<file path="config.mk">
export PLATFORM = sky130hd
export DESIGN_NAME = alu_arbiter
export DESIGN_NICKNAME = d
export VERILOG_FILES = /design/src/rtl/alu_arbiter.sv
export SDC_FILE = /design/constraint.sdc
export NUM_CORES = 1
export LEC_CHECK = 0
export CAP_MARGIN = 20
export CELL_PAD_IN_SITES_DETAIL_PLACEMENT = 0
export CELL_PAD_IN_SITES_GLOBAL_PLACEMENT = 1
export CORE_MARGIN = 2
export CORE_UTILIZATION = 39
export CTS_BUF_LIST = sky130_fd_sc_hd__clkbuf_16
export DETAILED_ROUTE_END_ITERATION = 6
export PLACE_DENSITY = 0.95
export SETUP_SLACK_MARGIN = 0.3
export SLEW_MARGIN = 20
export SYNTH_ARGS = -nofsm -noshare
export SYNTH_HDL_FRONTEND = slang
export SYNTH_SLANG_ARGS = --single-unit
</file>
<file path="constraint.sdc">
create_clock -name clk -period 3.05 [get_ports clk]
set_input_delay 0.4575 -clock clk [delete_from_list [all_inputs] [get_ports clk]]
set_output_delay 0.4575 -clock clk [all_outputs]
set_load 0.02 [all_outputs]
</file>
<file path="src/rtl/alu_arbiter.sv">
// Round-robin arbiter that shares one 4-bit ALU between two requesters.
// Executes one operation at a time and returns result and flags on a registered response channel.
module alu_arbiter #(
    parameter int WIDTH = 4
) (
    input  logic             clk,
    input  logic             rst,
    input  logic             req0_valid,
    output logic             req0_ready,
    input  logic [2:0]       req0_op,
    input  logic [WIDTH-1:0] req0_a,
    input  logic [WIDTH-1:0] req0_b,
    input  logic             req1_valid,
    output logic             req1_ready,
    input  logic [2:0]       req1_op,
    input  logic [WIDTH-1:0] req1_a,
    input  logic [WIDTH-1:0] req1_b,
    output logic             rsp_valid,
    input  logic             rsp_ready,
    output logic             rsp_id,
    output logic [WIDTH-1:0] rsp_y,
    output logic             rsp_cf,
    output logic             rsp_of,
    output logic             rsp_zf
);

    typedef enum logic [1:0] {
        IDLE = 2'd0,
        EXEC = 2'd1,
        RESP = 2'd2
    } state_t;

    localparam logic [2:0] OP_ADD = 3'b000;
    localparam logic [2:0] OP_SUB = 3'b001;
    localparam logic [2:0] OP_AND = 3'b100;
    localparam logic [2:0] OP_OR  = 3'b101;
    localparam logic [2:0] OP_XOR = 3'b110;
    localparam logic [2:0] OP_NOT = 3'b111;

    state_t           state_r;
    state_t           state_next_s;
    logic             last_grant_r;
    logic             grant_any_s;
    logic             grant_id_s;
    logic             accept_s;
    logic [2:0]       sel_op_s;
    logic [WIDTH-1:0] sel_a_s;
    logic [WIDTH-1:0] sel_b_s;

    logic [2:0]       op_r;
    logic [WIDTH-1:0] a_r;
    logic [WIDTH-1:0] b_r;
    logic             id_r;

    logic [WIDTH-1:0] alu_y_s;
    logic             alu_cf_s;
    logic             alu_of_s;
    logic             alu_zf_s;

    logic             rsp_valid_r;
    logic             rsp_id_r;
    logic [WIDTH-1:0] rsp_y_r;
    logic             rsp_cf_r;
    logic             rsp_of_r;
    logic             rsp_zf_r;

    // Packed result {cf, of, zf, y}; undefined opcodes fall to y=0 so zf reads 1.
    function automatic logic [WIDTH+2:0] alu_eval(
        input logic [2:0]       op,
        input logic [WIDTH-1:0] a,
        input logic [WIDTH-1:0] b
    );
        logic [WIDTH:0]   ext;
        logic [WIDTH-1:0] y;
        logic             cf;
        logic             of;
        ext = {(WIDTH+1){1'b0}};
        y   = {WIDTH{1'b0}};
        cf  = 1'b0;
        of  = 1'b0;
        case (op)
            OP_ADD: begin
                ext = {1'b0, a} + {1'b0, b};
                y   = ext[WIDTH-1:0];
                cf  = ext[WIDTH];
                of  = (a[WIDTH-1] == b[WIDTH-1]) && (y[WIDTH-1] != a[WIDTH-1]);
            end
            OP_SUB: begin
                ext = {1'b0, a} - {1'b0, b};
                y   = ext[WIDTH-1:0];
                cf  = ext[WIDTH];
                of  = (a[WIDTH-1] != b[WIDTH-1]) && (y[WIDTH-1] != a[WIDTH-1]);
            end
            OP_AND:  y = a & b;
            OP_OR:   y = a | b;
            OP_XOR:  y = a ^ b;
            OP_NOT:  y = ~a;
            default: y = {WIDTH{1'b0}};
        endcase
        return {cf, of, (y == {WIDTH{1'b0}}), y};
    endfunction

    // Round-robin grant: on a tie the requester that was not served last wins.
    always_comb begin
        grant_any_s = req0_valid | req1_valid;
        if (req0_valid && req1_valid) begin
            grant_id_s = ~last_grant_r;
        end else if (req1_valid) begin
            grant_id_s = 1'b1;
        end else begin
            grant_id_s = 1'b0;
        end
    end

    // Payload of the currently granted requester.
    always_comb begin
        if (grant_id_s) begin
            sel_op_s = req1_op;
            sel_a_s  = req1_a;
            sel_b_s  = req1_b;
        end else begin
            sel_op_s = req0_op;
            sel_a_s  = req0_a;
            sel_b_s  = req0_b;
        end
    end

    assign accept_s = (state_r == IDLE) && grant_any_s;

    // ALU driven only by the latched operation.
    always_comb begin
        {alu_cf_s, alu_of_s, alu_zf_s, alu_y_s} = alu_eval(op_r, a_r, b_r);
    end

    // State register.
    always_ff @(posedge clk) begin
        if (rst) begin
            state_r <= IDLE;
        end else begin
            state_r <= state_next_s;
        end
    end

    // Next-state logic.
    always_comb begin
        state_next_s = state_r;
        case (state_r)
            IDLE: begin
                if (grant_any_s) begin
                    state_next_s = EXEC;
                end else begin
                    state_next_s = IDLE;
                end
            end
            EXEC: state_next_s = RESP;
            RESP: begin
                if (rsp_ready) begin
                    state_next_s = IDLE;
                end else begin
                    state_next_s = RESP;
                end
            end
            default: state_next_s = IDLE;
        endcase
    end

    // Ready outputs: only in IDLE and never while reset is asserted.
    always_comb begin
        req0_ready = 1'b0;
        req1_ready = 1'b0;
        case (state_r)
            IDLE: begin
                if (!rst && grant_any_s) begin
                    req0_ready = ~grant_id_s;
                    req1_ready = grant_id_s;
                end else begin
                    req0_ready = 1'b0;
                    req1_ready = 1'b0;
                end
            end
            default: begin
                req0_ready = 1'b0;
                req1_ready = 1'b0;
            end
        endcase
    end

    // Operation latch and round-robin pointer.
    always_ff @(posedge clk) begin
        if (rst) begin
            last_grant_r <= 1'b1;
            op_r         <= 3'b000;
            a_r          <= {WIDTH{1'b0}};
            b_r          <= {WIDTH{1'b0}};
            id_r         <= 1'b0;
        end else if (accept_s) begin
            last_grant_r <= grant_id_s;
            op_r         <= sel_op_s;
            a_r          <= sel_a_s;
            b_r          <= sel_b_s;
            id_r         <= grant_id_s;
        end
    end

    // Response registers: loaded on the EXEC->RESP edge, valid cleared on handshake.
    always_ff @(posedge clk) begin
        if (rst) begin
            rsp_valid_r <= 1'b0;
            rsp_id_r    <= 1'b0;
            rsp_y_r     <= {WIDTH{1'b0}};
            rsp_cf_r    <= 1'b0;
            rsp_of_r    <= 1'b0;
            rsp_zf_r    <= 1'b0;
        end else if (state_r == EXEC) begin
            rsp_valid_r <= 1'b1;
            rsp_id_r    <= id_r;
            rsp_y_r     <= alu_y_s;
            rsp_cf_r    <= alu_cf_s;
            rsp_of_r    <= alu_of_s;
            rsp_zf_r    <= alu_zf_s;
        end else if ((state_r == RESP) && rsp_ready) begin
            rsp_valid_r <= 1'b0;
        end
    end

    assign rsp_valid = rsp_valid_r;
    assign rsp_id    = rsp_id_r;
    assign rsp_y     = rsp_y_r;
    assign rsp_cf    = rsp_cf_r;
    assign rsp_of    = rsp_of_r;
    assign rsp_zf    = rsp_zf_r;

endmodule

</file>
==> impl_metrics.tcl <==
set metrics [dict create \
    p_comb_share_pct 33.9 \
    via_per_inst 5.07 \
    wirelength_mm 2.91 \
    crit_required_ps 2590 \
    io_buffers 37 \
    dp_hpwl_mm 2.34 \
    path_clk_slew_ps 60 \
    initial_core_util_pct 41.3 \
    min_period_over_period_pct 83.3 \
    antenna_cells 0 \
    internal_power_mw 0.688 \
    synth_top_area_share_pct 31.0 \
    p_sw_mw 0.309 \
    grtUsageTotal_pct 15.0 \
    synth-warning-count 0 \
    drive_gt1_share_pct 6.64 \
    cts_tree "done" \
    postSynthCellCount 178 \
    max-cap-violations 0 \
    synth_area_um2 1550 \
    cts_num_sinks 24 \
    hold_class "register to register" \
    synth_fp_nets 219 \
    dr.first_iter.drc_count 40 \
    status "finished clean" \
    hold_buffers 0 \
    swShare_pct 31.0 \
    cts_buffers 3 \
    fin_crit_ps 2540 \
    ant_nets 0 \
    critPathLaunchType "input pin" \
    p_per_area_nw_per_um2 491 \
    antenna_found_initial 0 \
    synth.distinct_cells 43 \
    synth_area_leaders "dfxtp_1, mux2i_1, ha_1" \
    ctsResizeCount 0 \
    arrival_ps 2080 \
    synth_top_family_by_area "compound AO/OA/AOI/OAI gates" \
    drv_slew 0 \
    fillCellCount 361 \
    synth_compound_area_share_pct 21.9 \
    crit_path_end_kind "output port" \
    finalHoldViolCount 0 \
    grt_overflow 0 \
    leakage_nw 0.769 \
    rsz0062_at_grt "no" \
    synthAdderAreaFrac_pct 12.3 \
    synth_edf_count 0 \
    max_freq_mhz 394 \
    synth.top_cells.by_count "dfxtp_1, nor2_1, a211oi_1, mux2i_1" \
    pin_count 38 \
    cts_buffer_depth 2 \
    p_clk_share_pct 27.1 \
    path_max_fanout 4 \
    htreeDepth 1 \
    syn-mean-instance-area_um2 8.70 \
    place_congestion 0.795 \
    setup.worst_path.class "input pin to output port" \
    final_nets 254 \
    tightest_slew_ps 693 \
    total_power_mw 0.997 \
    clk_latency_ps 250 \
    synth_top_cell_by_area "dfxtp_1" \
    grt_pass1_wl_mm 5.27 \
    vias 1314 \
    async_flop_share_pct 0 \
    die_h_um 67.0 \
    die_w_um 67.0 \
    synth_ff_type "dfxtp_1" \
    drc 0 \
    fin_setup_tns_ps 0 \
    slew_headroom_pct 53.8 \
    clockRootBuffer "clkbuf_16" \
    synth_xor_area_share_pct 1.13 \
    ir_drop_mv 0.306 \
    yosysSeqAreaShare_pct 31.0 \
    setup_viol 0 \
    yosys.area_share.simple_pct 16.5 \
    synth_mux_area_share_pct 11.1 \
    die_area_um2 4490 \
    yosys_register_bits 24 \
    sequentialPowerShare_pct 39.0 \
    coreArea_um2 3740 \
    area_growth_pct 31.2 \
    core.rowCount 22 \
    first_pass_iters 4 \
    grt_max_degree 24 \
    post_cts_buffers 0 \
    grt_pass1_vias 1205 \
    routedWlPerCell_um 11.2 \
    skew_ps 2.36 \
]
==> final timing paths <==
path	slack, ps	endpoint	cells past startpoint	start
worst min-delay path	450	rsp_cf	2	rsp_cf
worst min register to register	450	rsp_cf	2	rsp_cf
worst max register to register	1020	rsp_zf	9	a_r[0]
worst max-delay path	510	req1_ready	5	req0_valid
==> placed cells by master, fill, tap and decap left out, types with 2 or more instances in the layout <==
| master | instances |
|---|---|
| buf_4 | 3 |
| inv_1 | 12 |
| xnor2_1 | 2 |
| nand2b_1 | 2 |
| dfxtp_1 | 24 |
| nand3b_1 | 2 |
| nor3_1 | 3 |
| a211o_1 | 3 |
| nand3_1 | 2 |
| ha_1 | 12 |
| nor2b_1 | 2 |
| a211oi_1 | 16 |
| a21oi_1 | 9 |
| mux2i_1 | 16 |
| o21ai_0 | 5 |
| nand2_1 | 8 |
| o21a_1 | 2 |
| a311oi_1 | 2 |
| clkdlybuf4s50_1 | 37 |
| clkbuf_16 | 3 |
| fa_1 | 2 |
| nor2_1 | 24 |
| and2_1 | 2 |
==> logic make-up after synthesis <==
family          after synthesis
compound gates               46
xor+xnor                      2
fa+ha+maj                    14
buf+inv                      23
flops                        24
mux                          17
simple gates                 52
==> registers in the layout, indices dropped and copies added (netlist names) <==
| register | count |
|---|---|
| a_r | 4 |
| b_r | 4 |
| id_r | 1 |
| last_grant_r | 1 |
| op_r | 3 |
| rsp_cf | 1 |
| rsp_id | 1 |
| rsp_of | 1 |
| rsp_valid | 1 |
| rsp_y | 4 |
| rsp_zf | 1 |
| state_r | 2 |
==> metal layers <==
| layer | routed length, um | share of wire, % | vias to the layer above | GRT usage, % |
|---|---|---|---|---|
| met4 | 8 | 0.27 | 0 | 2.81 |
| met5 | 0 | 0 | - | 0 |
| li1 | - | - | 706 | - |
| met3 | 167 | 5.7 | 2 | 4.90 |
| met2 | 1330 | 46 | 33 | 24.6 |
| met1 | 1410 | 48 | 573 | 19.2 |
==> power groups by stage <==
stage / clock (mW) / sequential [mW] / combinational (mW)
after floorplan: 0 / 0.393 / 0.236
after global placement: 0 / 0.394 / 0.335
after detailed placement: 0 / 0.395 / 0.340
after CTS: 0.279 / 0.389 / 0.341
after global routing: 0.293 / 0.395 / 0.382
final: 0.270 / 0.389 / 0.338
==> critical path, stage by stage <==
cell and delay, ps:
clkdlybuf4s50_1 450, o21ai_0 390, nor2_1 100, and2_1 170
clkdlybuf4s50_1 520
==> area by class of cell <==
cell class	count	area, um2	area share [%]
timing repair buffer	40	393	19.3
multi-input combinational	131	973	47.9
sequential	24	480	23.7
clock buffer	3	75.1	3.70
tap	48	60.1	2.96
inverter	13	48.8	2.40
==> through the flow <==
stage / setup slack (ps) / hold WS, ps / std cells / utilization, % / cell area [um2]
6_report: 509 / 451 / 259 / 54.2 / 2030
3_5_place_dp: 514 / 448 / 256 / 52.2 / 1960
4_1_cts: 509 / 456 / 259 / 54.2 / 2030
2_1_floorplan: 1220 / 432 / 178 / - / 1550
5_1_grt: 361 / 477 / 259 / 54.2 / 2030
3_3_place_gp: 559 / 441 / 256 / 52.2 / 1960
Power figures use the tool's default switching activity.
